==> src/rtl/uart_pkg.sv <==
// Shared types and constants for the UART transmit arbiter slice.
package uart_pkg;

  typedef enum logic [1:0] {
    IDLE,
    LAUNCH,
    WAIT_DONE,
    GAP
  } arb_state_t;

  localparam logic PARITY_ODD       = 1'b0;
  localparam logic PARITY_EVEN      = 1'b1;
  localparam int   REF_CLK_PER_BAUD = 500;

  function automatic int max3(input int a, input int b, input int c);
    int m;
    m = (a > b) ? a : b;
    return (m > c) ? m : c;
  endfunction

endpackage

==> src/rtl/rr_picker.sv <==
// Combinational round-robin picker: first set req bit searching upward from ptr+1.
module rr_picker #(
  parameter int NUM_REQ = 4,
  parameter int IDX_W   = $clog2(NUM_REQ)
) (
  input  logic [NUM_REQ-1:0] req,
  input  logic [IDX_W-1:0]   ptr,
  output logic [NUM_REQ-1:0] sel,
  output logic [IDX_W-1:0]   index,
  output logic               valid
);

  int               cand;
  logic [IDX_W-1:0] cand_idx;

  // ptr itself is tried last, so the most recently served requester waits a full round.
  always_comb begin
    sel      = '0;
    index    = '0;
    valid    = 1'b0;
    cand     = 0;
    cand_idx = '0;
    for (int off = 1; off <= NUM_REQ; off++) begin
      cand = int'(ptr) + off;
      if (cand >= NUM_REQ) begin
        cand = cand - NUM_REQ;
      end
      cand_idx = cand[IDX_W-1:0];
      if (!valid && req[cand_idx]) begin
        valid         = 1'b1;
        sel[cand_idx] = 1'b1;
        index         = cand_idx;
      end
    end
  end

endmodule

==> src/rtl/uart_tx_arbiter.sv <==
// Shares one UART Transmit block between NUM_REQ requesters: round-robin grant,
// launch handshake on tx_done, completion pulse, then an idle gap between frames.
module uart_tx_arbiter
  import uart_pkg::*;
#(
  parameter int NUM_REQ      = 4,
  parameter int ACK_TIMEOUT  = 2000,
  parameter int DONE_TIMEOUT = 8000,
  parameter int GAP_CYCLES   = 500
) (
  input  logic                 ref_clk,
  input  logic                 reset,
  input  logic [NUM_REQ-1:0]   req,
  input  logic [NUM_REQ*8-1:0] req_data,
  input  logic [NUM_REQ-1:0]   req_parity,
  output logic [NUM_REQ-1:0]   grant,
  output logic [NUM_REQ-1:0]   done,
  output logic                 busy,
  output logic                 err_timeout,
  output logic                 transmit,
  output logic [7:0]           data_in,
  output logic                 parity,
  input  logic                 tx_done
);

  localparam int IDX_W = $clog2(NUM_REQ);
  localparam int CNT_W = $clog2(max3(ACK_TIMEOUT, DONE_TIMEOUT, GAP_CYCLES) + 1);
  localparam logic [CNT_W-1:0] ACK_LAST  = CNT_W'(ACK_TIMEOUT - 1);
  localparam logic [CNT_W-1:0] DONE_LAST = CNT_W'(DONE_TIMEOUT - 1);
  localparam logic [CNT_W-1:0] GAP_LAST  = CNT_W'(GAP_CYCLES - 1);

  arb_state_t         state_reg;
  logic [IDX_W-1:0]   ptr_reg;
  logic [CNT_W-1:0]   cnt_reg;
  logic [NUM_REQ-1:0] grant_reg;
  logic [NUM_REQ-1:0] done_reg;
  logic               busy_reg;
  logic               err_reg;
  logic               transmit_reg;
  logic [7:0]         data_in_reg;
  logic               parity_reg;
  logic               tx_done_meta_reg;
  logic               tx_done_s_reg;
  logic               tx_done_prev_reg;

  logic [7:0]         req_byte [NUM_REQ];
  logic [NUM_REQ-1:0] pick_sel;
  logic [IDX_W-1:0]   pick_idx;
  logic               pick_valid;

  for (genvar gi = 0; gi < NUM_REQ; gi++) begin : g_lane
    assign req_byte[gi] = req_data[8*gi +: 8];
  end

  rr_picker #(
    .NUM_REQ (NUM_REQ),
    .IDX_W   (IDX_W)
  ) u_picker (
    .req   (req),
    .ptr   (ptr_reg),
    .sel   (pick_sel),
    .index (pick_idx),
    .valid (pick_valid)
  );

  // Synchronizer flops idle high so a fresh LAUNCH never sees a stale low as an ack.
  always_ff @(posedge ref_clk) begin
    if (reset) begin
      state_reg        <= IDLE;
      ptr_reg          <= IDX_W'(NUM_REQ - 1);
      cnt_reg          <= '0;
      grant_reg        <= '0;
      done_reg         <= '0;
      busy_reg         <= 1'b0;
      err_reg          <= 1'b0;
      transmit_reg     <= 1'b0;
      data_in_reg      <= '0;
      parity_reg       <= 1'b0;
      tx_done_meta_reg <= 1'b1;
      tx_done_s_reg    <= 1'b1;
      tx_done_prev_reg <= 1'b1;
    end else begin
      grant_reg        <= '0;
      done_reg         <= '0;
      err_reg          <= 1'b0;
      tx_done_meta_reg <= tx_done;
      tx_done_s_reg    <= tx_done_meta_reg;
      tx_done_prev_reg <= tx_done_s_reg;

      case (state_reg)
        IDLE: begin
          if (pick_valid) begin
            grant_reg    <= pick_sel;
            data_in_reg  <= req_byte[pick_idx];
            parity_reg   <= req_parity[pick_idx];
            ptr_reg      <= pick_idx;
            transmit_reg <= 1'b1;
            busy_reg     <= 1'b1;
            cnt_reg      <= '0;
            state_reg    <= LAUNCH;
          end
        end

        LAUNCH: begin
          if (!tx_done_s_reg) begin
            transmit_reg <= 1'b0;
            cnt_reg      <= '0;
            state_reg    <= WAIT_DONE;
          end else if (cnt_reg == ACK_LAST) begin
            err_reg      <= 1'b1;
            transmit_reg <= 1'b0;
            cnt_reg      <= '0;
            state_reg    <= GAP;
          end else begin
            cnt_reg <= cnt_reg + 1'b1;
          end
        end

        WAIT_DONE: begin
          if (tx_done_s_reg && !tx_done_prev_reg) begin
            done_reg  <= NUM_REQ'(1) << ptr_reg;
            cnt_reg   <= '0;
            state_reg <= GAP;
          end else if (cnt_reg == DONE_LAST) begin
            err_reg   <= 1'b1;
            cnt_reg   <= '0;
            state_reg <= GAP;
          end else begin
            cnt_reg <= cnt_reg + 1'b1;
          end
        end

        GAP: begin
          if (cnt_reg == GAP_LAST) begin
            busy_reg  <= 1'b0;
            cnt_reg   <= '0;
            state_reg <= IDLE;
          end else begin
            cnt_reg <= cnt_reg + 1'b1;
          end
        end

        default: state_reg <= IDLE;
      endcase
    end
  end

  assign grant       = grant_reg;
  assign done        = done_reg;
  assign busy        = busy_reg;
  assign err_timeout = err_reg;
  assign transmit    = transmit_reg;
  assign data_in     = data_in_reg;
  assign parity      = parity_reg;

endmodule

==> config.mk <==
export PLATFORM = sky130hd
export DESIGN_NAME = uart_tx_arbiter
export DESIGN_NICKNAME = d
export VERILOG_FILES = /design/src/rtl/uart_pkg.sv /design/src/rtl/rr_picker.sv /design/src/rtl/uart_tx_arbiter.sv
export SDC_FILE = /design/constraint.sdc
export NUM_CORES = 1
export LEC_CHECK = 0
export ABC_CLOCK_PERIOD_IN_PS = 7550
export CAP_MARGIN = 10
export CORE_MARGIN = 2
export CORE_UTILIZATION = 55
export CTS_BUF_LIST = sky130_fd_sc_hd__clkbuf_4 sky130_fd_sc_hd__clkbuf_8
export DETAILED_ROUTE_END_ITERATION = 10
export PLACE_DENSITY_LB_ADDON = 0.3
export SKIP_CTS_REPAIR_TIMING = 1
export SLEW_MARGIN = 20
export SYNTH_ARGS = -nofsm -noshare
export SYNTH_HDL_FRONTEND = slang
export SYNTH_HIERARCHICAL = 1
export SYNTH_SLANG_ARGS = --single-unit
==> constraint.sdc <==
create_clock -name ref_clk -period 7.55 [get_ports ref_clk]
set_input_delay 0.755 -clock ref_clk [delete_from_list [all_inputs] [get_ports ref_clk]]
set_output_delay 0.755 -clock ref_clk [all_outputs]
set_load 0.01 [all_outputs]
==> insert_results.sql <==
INSERT INTO impl_metrics (metric_group, metric, value, unit) VALUES
('synth', 'syn_nets', '341', ''),
('pwr', 'sequentialPowerShare', '29.0', '%'),
('clock_tree', 'clkSlewWorstSetupHoldPaths', '0.07', 'ns'),
('critical_path', 'cell_count_of_the_worst_reg_to_reg_path', '9', ''),
('hold_path', 'hp-start', 'tx_done_meta_reg', ''),
('synth', 'post_synth_inst_count', '284', ''),
('routing', 'vias_per_cell', '5.85', ''),
('hold_path', 'min_path_cells', '1', ''),
('global_routing', 'grt_antenna_before_repair', '0', ''),
('pwr', 'switchingPower', '0.000427', 'W'),
('synth', 'postSynthAreaPerCell', '8.92', 'um^2'),
('routing', 'ant_nets', '0', ''),
('critical_path', 'crit_type', 'in2reg', ''),
('global_routing', 'grt_first_pass_wirelength', '9.72', 'mm'),
('sta', 'final-hold-violation-count', '0', ''),
('run', 'max_cap_violations', '0', ''),
('pwr', 'power.share.clock', '14.0', '%'),
('sta', 'maxSlewHeadroom', '29.4', '%'),
('floorplan', 'initial_cell_density_of_the_core', '57.8', '%'),
('critical_path', 'worst-path-max-fanout', '15', ''),
('synth', 'ys_seq_elements', '40', ''),
('synth', 'synthXorXnorAreaFrac', '1.38', '%'),
('finish', 'antennaDiodeCount', '0', ''),
('critical_path', 'r2r_setup_slack', '4.09', 'ns'),
('synth', 'syn_area', '2530', 'um^2'),
('sta', 'hold_slack', '0.411', 'ns'),
('outcome', 'outcome', 'completed', ''),
('pwr', 'totalPowerFinal', '0.00104', 'W'),
('synth', 'yosys_warnings', '6', ''),
('hold_path', 'worst_hold_path_ep', 'tx_done_s_reg', ''),
('finish', 'largest_register_ff_count', '13', ''),
('routing', 'dr_total_vias', '2298', ''),
('routing', 'detailedRoute.firstIterationViolations', '193', ''),
('sta', 'fmaxAchievable', '276', 'MHz'),
('placed_design', 'finalWeightedCongestion', '0.857', ''),
('sta', 'finalSetupTns', '0', 'ns'),
('pwr', 'netSwitchingFraction', '41.0', '%'),
('pwr', 'p_int', '0.000615', 'W'),
('synth', 'yosys-mux-area-fraction', '10.7', '%'),
('finish', 'layout.core_utilization', '73.7', '%'),
('global_routing', 'grt_overflow', '0', ''),
('placed_design', 'placement.cell_area', '3140', 'um^2'),
('placed_design', 'buffer_ports.inserted', '62', ''),
('synth', 'synth_compound_gate_area_share', '21.8', '%'),
('floorplan', 'placement_rows', '24', ''),
('critical_path', 'regToRegEndpoint', 'data_in[2]', ''),
('clock_tree', 'tritoncts_buffers', '5', ''),
('critical_path', 'kind_of_start_point_of_the_critical_path', 'input pin', ''),
('finish', 'layout-drive-gt1-share', '11.1', '%'),
('global_routing', 'first_global_vias', '2197', ''),
('sta', 'timing_max_transition_violations_final', '0', ''),
('pwr', 'ir_worst_vdd', '201', 'uV'),
('clock_tree', 'htree_num_levels', '2', ''),
('floorplan', 'design.die.area', '5160', 'um^2'),
('synth', 'synthSimpleGateAreaFrac', '23.4', '%'),
('routing', 'dr.pass1.iters', '4', ''),
('routing', 'totalWireLength', '5.79', 'mm'),
('synth', 'largest_family_of_logic_cells_by_synthesized_area', 'simple AND/OR/NAND/NOR gates', ''),
('synth', 'ys_seq_area_share', '31.6', '%'),
('pwr', 'power-per-cell-area', '322', 'nW/um^2'),
('routing', 'wl_per_cell', '14.7', 'um'),
('routing', 'drc', '0', ''),
('clock_tree', 'cts_root_buffer', 'clkbuf_8', ''),
('clock_tree', 'cts_buffer_depth', '2', ''),
('global_routing', 'groute.usage.overall', '23.9', '%'),
('hold_path', 'hp-class', 'reg2reg', ''),
('critical_path', 'cp.required', '7.69', 'ns'),
('sta', 'rsz0062_at_grt', 'false', ''),
('synth', 'synth_edf_count', '0', ''),
('critical_path', 'critical_path_arrival', '3.76', 'ns'),
('sta', 'min_period_over_period', '47.9', '%');
## kinds of logic (layout without fill, tap and decap cells)
family,after synthesis,in the layout
buf+inv,20,77
simple gates,114,114
compound gates,73,73
fa+ha+maj,14,14
xor+xnor,4,4
mux,19,19
flops,40,40
## routing by layer
| metal | up-vias | wire [um] | GRT usage, % |
|---|---|---|---|
| met4 | 0 | 125 | 11.1 |
| li1 | 1151 | - | - |
| met5 | - | 0 | 0 |
| met2 | 86 | 2710 | 39.4 |
| met3 | 13 | 415 | 7.03 |
| met1 | 1048 | 2540 | 28.7 |
## synth_stat cells (all sizes together), types with 2 or more instances
library cell	instances	share of area, %
nor4	3	0.99
and2	7	1.7
dfxtp	40	32
a21oi	13	3.3
nand2	36	5.3
inv	7	1.0
nand3b	2	0.59
nor4b	2	0.69
o21ai	25	4.9
nand4	3	0.74
nand3	10	2.2
nand4b	2	0.69
a22oi	5	1.5
and3	3	0.79
a21boi	2	0.59
a221oi	2	0.94
nand2b	3	0.74
nor2b	2	0.49
a211oi	2	1.1
mux2	5	2.2
or3b	3	1.0
nor2	23	3.5
or2	5	1.2
o211ai	3	1.4
or3	2	0.49
nor3	4	0.79
mux2i	9	4.1
o22ai	7	2.0
mux4	5	4.4
o41ai	2	1.7
ha	14	6.9
xnor2	3	1.0
a221o	4	1.6
clkbuf	7	1.0
buf	6	2.0
## power by group through the flow
stage	clock (W)	sequential (W)	combinational (W)
after global routing	0.000155	0.000309	0.000653
after global placement	0	0.000304	0.000577
final	0.000146	0.000302	0.000594
after CTS	0.000149	0.000302	0.000592
after detailed placement	0	0.000306	0.000589
after floorplan	0	0.000306	0.000438
## critical path, stage by stage
cell and delay, ns:
clkdlybuf4s50_1 0.65, or3b_1 0.38, o21ai_1 0.11, a21oi_1 0.10, o22ai_2 0.29, o31a_1 0.74, mux4_2 0.60, nand2_1 0.08
a21oi_1 0.06
## how the worst max path moves through the flow
stage	start	endpoint	slack [ns]	cells past startpoint
floorplan	req[0]	data_in[0]	4.47	11
global placement	req[2]	data_in[3]	3.72	9
detailed placement	req[2]	data_in[2]	3.64	9
CTS	req[2]	data_in[2]	3.95	9
global route	req[2]	data_in[2]	3.77	9
finish	req[2]	data_in[2]	3.93	9
## stage by stage
stage               setup slack [ns]  instances
floorplan                       4.47        284
global placement                3.72        385
detailed placement              3.64        385
CTS                             3.95        393
global route                    3.77        393
finish                          3.93        393
## final cells by class
type,instances,area (um^2)
inverters,7,26.3
well taps,52,65.1
repair buffers,62,621
multi-input cells,224,1630
clock buffers,6,82.6
clock inverters,2,10.0
flip-flops and latches,40,801
fillers,331,1150
## placed cells by master (no fill, tap or decap), types with 4 or more instances in the layout
| cell type | instances |
|---|---|
| clkbuf_8 | 6 |
| inv_1 | 6 |
| clkdlybuf4s50_1 | 62 |
| mux2i_1 | 8 |
| nand3_1 | 9 |
| o21ai_0 | 15 |
| a221o_1 | 4 |
| mux4_2 | 5 |
| nand2_1 | 36 |
| and2_1 | 7 |
| o21ai_1 | 10 |
| nor3_1 | 4 |
| a22oi_1 | 5 |
| a21oi_1 | 10 |
| nor2_1 | 22 |
| dfxtp_1 | 40 |
| o22ai_1 | 6 |
| mux2_2 | 5 |
| ha_1 | 14 |
No activity file was read; power rests on OpenSTA's default activity.
==> patch 1: new RTL, same settings <==
The 4 states of `arb_state_t` get a one-hot encoding in 4 bits.
--- a/src/rtl/uart_pkg.sv
+++ b/src/rtl/uart_pkg.sv
@@ -1,11 +1,11 @@
 // Shared types and constants for the UART transmit arbiter slice.
 package uart_pkg;
 
-  typedef enum logic [1:0] {
-    IDLE,
-    LAUNCH,
-    WAIT_DONE,
-    GAP
+  typedef enum logic [3:0] {
+    IDLE      = 4'b0001,
+    LAUNCH    = 4'b0010,
+    WAIT_DONE = 4'b0100,
+    GAP       = 4'b1000
   } arb_state_t;
 
   localparam logic PARITY_ODD       = 1'b0;
Check against the original RTL: same outputs for any inputs over 10 cycles, from zero or initial values and one cycle with reset high; not proved beyond that.
==> patch 1 against the original RTL <==
Fmax grew 4.4%; largest power group unchanged; clock skew down 0.0012 ns; area after synthesis fell by 0.69%; worst hold slack better by 0.0063 ns; routed wire length down 5.3%; sequential cell count grew 2; die area fell by 0.65%; setup slack improved by 0.15 ns; clock power up 3%; core utilization decreased by 0.91 points; cell count shrank 1.8%; via count fell by 0.83%; critical endpoint unchanged; power decreased by 2.2%; cell area fell by 1.2%.
==> patch 1: results (changes against the original RTL) <==
Parameter                              Value

Run status
  Status ... complete, no violations

Global routing
  Global-route wire length before repair ... 9.43 mm (-2.9%)
  Maximum number of pins on one net before global-route repair ... 22 (-15%)
  Met2 usage in global routing ... 37.1% (-2.3 points)
  Fraction of met1 tracks used by global routing ... 28.9% (+0.18 points)
  Number of global-route vias before repair ... 2196 (-0.046%)
  Global router's overall resource usage ... 22.7% (-1.2 points)

Final layout
  Num sequential ... 42 (+5.0%)
  Fill cells ... 334 (+0.91%)
  Multi-input gates ... 214 (-4.5%)
  Area added between synthesis and finish ... 27.0%
  Signal buffers share of area ... 19.4% (+0.24 points)
  Number of non-clock inverters ... 8 (+1)
  Multi-input logic portion of the cell area ... 48.3% (-2.1 points)
  Fraction of final layout cells sized beyond drive strength 1 ... 9.88% (-1.3 points)
  Clock network area share ... 2.98% (+0.11 points)
  # nets final ... 385 (-3.0%)

STA
  Post-route worst hold slack ... 0.417 ns (+0.00628 ns)
  F_max ... 289 MHz (+4.4%)
  Worst slew margin ... 45.2% (+16 points)
  Maximum clock skew at final layout ... 0.00370 ns (-0.00123 ns)

Placement
  Number of cells after detailed placement ... 378 (-1.8%)
  Cell Area, Placed ... 3100 µm² (-1.4%)
  Post-detailed-placement half-perimeter wirelength ... 4.15 mm (-3.1%)

Setup path
  Worst path slowest cell ... sky130_fd_sc_hd__clkdlybuf4s50_1
  Critical path's largest stage delay ... 0.65 ns (-0.09 ns)
  Critical path data arrival time ... 3.62 ns (-0.14 ns)
  Largest fanout of any net on the critical path ... 10 (-5)
  Number of cells on the worst reg-to-reg path ... 8 (-1)
  Register-to-register setup slack ... 4.24 ns (+0.15 ns)

Min path
  Class of the tightest hold or removal check ... register to register

Routing
  Initial drt markers ... 150 (-22%)
  Total wirelength of the detailed-routed design ... 5.49 mm (-5.3%)
  Via count normalized by instance count ... 5.90 (+0.97%)
  First drt pass iteration count ... 5 (+1)
  Detail-routed net length per standard cell ... 14.2 µm (-3.6%)

Logic synthesis
  Mean instance size in the synthesized netlist ... 9.01 µm² (+1.1%)
  Most numerous cell types in the synthesized netlist ... sky130_fd_sc_hd__nand2_1, sky130_fd_sc_hd__dfxtp_1, sky130_fd_sc_hd__nor2_1, sky130_fd_sc_hd__a21oi_1, sky130_fd_sc_hd__o21ai_0
  Post-synthesis sequential area ratio ... 33.4% (+1.8 points)
  Top cells by area, synth ... sky130_fd_sc_hd__dfxtp_1, sky130_fd_sc_hd__mux4_2, sky130_fd_sc_hd__nand2_1, sky130_fd_sc_hd__ha_1, sky130_fd_sc_hd__a21oi_1
  Net count of the mapped netlist ... 331 (-2.9%)
  Number of distinct library cells after synthesis ... 58 (-11%)

Pwr
  Power dissipated in sequential cells ... 324 µW (+7.3%)
  Fraction of power consumed by combinational cells ... 53.5% (-3.5 points)
  Psw ... 410 µW (-4.0%)
  Maximum vdd ir drop ... 0.000181 V (-10%)
  Total power divided by cell area ... 319 nW/µm² (-0.98%)

Clocking
  Clock latency on the worst-skew pair ... 0.30 ns (about the same)

Floorplanning
  Die Outline Area ... 5130 µm² (-0.65%)
==> patch 1: changes by cell type in the layout (fill, tap and decap cells not counted), moves of 6 or more <==
cell	delta
sky130_fd_sc_hd__a21oi_1	+11
sky130_fd_sc_hd__nand2_1	+7
sky130_fd_sc_hd__xor2_1	+7
sky130_fd_sc_hd__mux2i_1	-6
==> patch 1: logic make-up (layout without fill, tap and decap cells) <==
| logic type | after synthesis | count (layout) | share of synthesized area (%) |
|---|---|---|---|
| flip-flops | 42 | 42 | 33.4 |
| buffers and inverters | 23 | 78 | 5.27 |
| AO/OA/AOI/OAI | 66 | 66 | 19.4 |
| XOR/XNOR | 10 | 10 | 3.48 |
| AND/OR/NAND/NOR | 116 | 116 | 23.3 |
| multiplexers | 13 | 13 | 10.6 |
| adder cells (fa/ha/maj) | 9 | 9 | 4.48 |
==> patch 1: layer usage <==
layer  up-vias  share of wire [%]
met3         8                8.1
li1       1116                  -
met4         0                1.1
met2        89                 47
met5         -                  0
met1      1066                 44
==> patch 2: new RTL, same settings <==
Made on the original files. `NUM_REQ` is set to 4 in 2 places; all go to 2.
--- a/src/rtl/rr_picker.sv
+++ b/src/rtl/rr_picker.sv
@@ -1,6 +1,6 @@
 // Combinational round-robin picker: first set req bit searching upward from ptr+1.
 module rr_picker #(
-  parameter int NUM_REQ = 4,
+  parameter int NUM_REQ = 2,
   parameter int IDX_W   = $clog2(NUM_REQ)
 ) (
   input  logic [NUM_REQ-1:0] req,
--- a/src/rtl/uart_tx_arbiter.sv
+++ b/src/rtl/uart_tx_arbiter.sv
@@ -3,7 +3,7 @@
 module uart_tx_arbiter
   import uart_pkg::*;
 #(
-  parameter int NUM_REQ      = 4,
+  parameter int NUM_REQ      = 2,
   parameter int ACK_TIMEOUT  = 2000,
   parameter int DONE_TIMEOUT = 8000,
   parameter int GAP_CYCLES   = 500
Interface: changed (5 resized); port bits go from 63 to 39. No check against the original RTL was run, so the function may have changed too.
==> patch 2 against the original RTL <==
Area after synthesis shrank 30%; worst hold slack improved by 0.018 ns; setup slack improved by 0.50 ns; routed wire length decreased by 36%; via count fell by 31%; clock power is 36% lower; cell area fell by 31%; fmax rose by 16%; clock skew about the same; power fell by 43%; sequential cell count fell by 5; combinational power is 57% lower; largest power group unchanged; highest routed layer unchanged.
==> patch 2: results (changes against the original RTL) <==
Parameter                              Value

Clocking
  Buffer type at the clock tree root ... sky130_fd_sc_hd__clkbuf_4

Routing
  Met2 layer wire length in the routed design ... 1.77 mm (-35%)
  Via count normalized by instance count ... 5.62 (-3.8%)
  Detail-routed net length per standard cell ... 13.2 µm (-10%)
  Initial drt markers ... 104 (-46%)
  Wl on met1 ... 1.70 mm (-33%)

Placement
  Number of cells after detailed placement ... 276 (-28%)
  Number of I/O port buffers ... 38 (-39%)
  Worst slack after detailed placement ... 4.08 ns (+0.440 ns)
  Cell Area, Placed ... 2170 µm² (-31%)
  Post-detailed-placement half-perimeter wirelength ... 2.69 mm (-37%)

Setup path
  Worst reg2reg startpoint ... cnt_reg[0]$_SDFFE_PP0N_
  Crit path launch ... reset

Global routing
  Number of global-route vias before repair ... 1516 (-31%)
  Fraction of met1 tracks used by global routing ... 30.1% (+1.4 points)
  Met3 usage ... 5.54% (-1.5 points)
  Global router's overall resource usage ... 23.4% (-0.54 points)

Run status
  Status ... complete, no violations

Logic synthesis
  Post-Synth XOR/XNOR Area ... 1.47% (+0.091 points)
  Share of synthesized area spent on multiplexers ... 5.06% (-5.7 points)
  Count of mapped cells out of synthesis ... 206 (-27%)
  Net count of the mapped netlist ... 235 (-31%)
  Post-synthesis sequential area ratio ... 39.3% (+7.7 points)

STA
  Worst slew margin ... 40.0% (+11 points)
  Slack of the critical path ... 4.43 ns (+0.498 ns)
  Maximum clock skew at final layout ... 0.00500 ns (+0.0000716 ns)

Final layout
  Fill cells ... 263 (-21%)
==> patch 2: cell count changes after synthesis, moves of 5 or more <==
cell	change
sky130_fd_sc_hd__o21ai_1	-10
sky130_fd_sc_hd__a211oi_1	+8
sky130_fd_sc_hd__mux2_2	-5
sky130_fd_sc_hd__nand2_1	-22
sky130_fd_sc_hd__a21oi_1	-6
sky130_fd_sc_hd__and2_1	-6
sky130_fd_sc_hd__nor3b_1	+9
sky130_fd_sc_hd__dfxtp_1	-5
sky130_fd_sc_hd__ha_1	-8
sky130_fd_sc_hd__mux4_2	-5
sky130_fd_sc_hd__nand4_1	+6
==> patch 2: final cells by class <==
cell class | count | area share (%)
well taps | 44 | 2.48
flip-flops and latches | 35 | 31.6
inverters | 7 | 1.19
repair buffers | 38 | 17.2
multi-input cells | 152 | 45.5
clock buffers | 6 | 2.03
==> patch 2: power groups by stage <==
stage	Combinational (mW)	Sequential, mW	Clock (mW)
2_1_floorplan	0.160	0.253	0
5_1_grt	0.288	0.245	0.101
6_report	0.257	0.240	0.0938
3_3_place_gp	0.252	0.243	0
3_5_place_dp	0.257	0.244	0
4_1_cts	0.258	0.240	0.0947
==> patch 2: critical path: cells and delay by family <==
kind / cells / cell delay [ns]
AO/OA/AOI/OAI: 2 / 0.90
buffers and inverters: 1 / 0.86
AND/OR/NAND/NOR: 1 / 0.80
==> patch 2: how the worst min path moves through the flow <==
stage | startpoint | endpoint | slack [ns] | cells past startpoint
2_1_floorplan | tx_done_meta_reg$_SDFF_PP1_ | tx_done_s_reg$_SDFF_PP1_ | 0.39 | 1
5_1_grt | tx_done_meta_reg$_SDFF_PP1_ | tx_done_s_reg$_SDFF_PP1_ | 0.46 | 1
3_5_place_dp | tx_done_meta_reg$_SDFF_PP1_ | tx_done_s_reg$_SDFF_PP1_ | 0.40 | 1
6_report | tx_done_meta_reg$_SDFF_PP1_ | tx_done_s_reg$_SDFF_PP1_ | 0.43 | 1
4_1_cts | tx_done_meta_reg$_SDFF_PP1_ | tx_done_s_reg$_SDFF_PP1_ | 0.43 | 1
3_3_place_gp | tx_done_meta_reg$_SDFF_PP1_ | tx_done_s_reg$_SDFF_PP1_ | 0.41 | 1
==> patch 2: kinds of logic (layout without fill, tap and decap cells) <==
group / after synthesis / count (layout)
adder cells (fa/ha/maj): 6 / 6
XOR/XNOR: 3 / 3
AND/OR/NAND/NOR: 90 / 90
multiplexers: 9 / 9
flip-flops: 35 / 35
AO/OA/AOI/OAI: 44 / 44
buffers and inverters: 19 / 51
==> patch 2: through the flow <==
stage	total power, mW	util (%)
2_1_floorplan	0.414	-
3_3_place_gp	0.496	70.4
3_5_place_dp	0.501	70.4
4_1_cts	0.593	71.9
5_1_grt	0.634	72.0
6_report	0.591	72.0
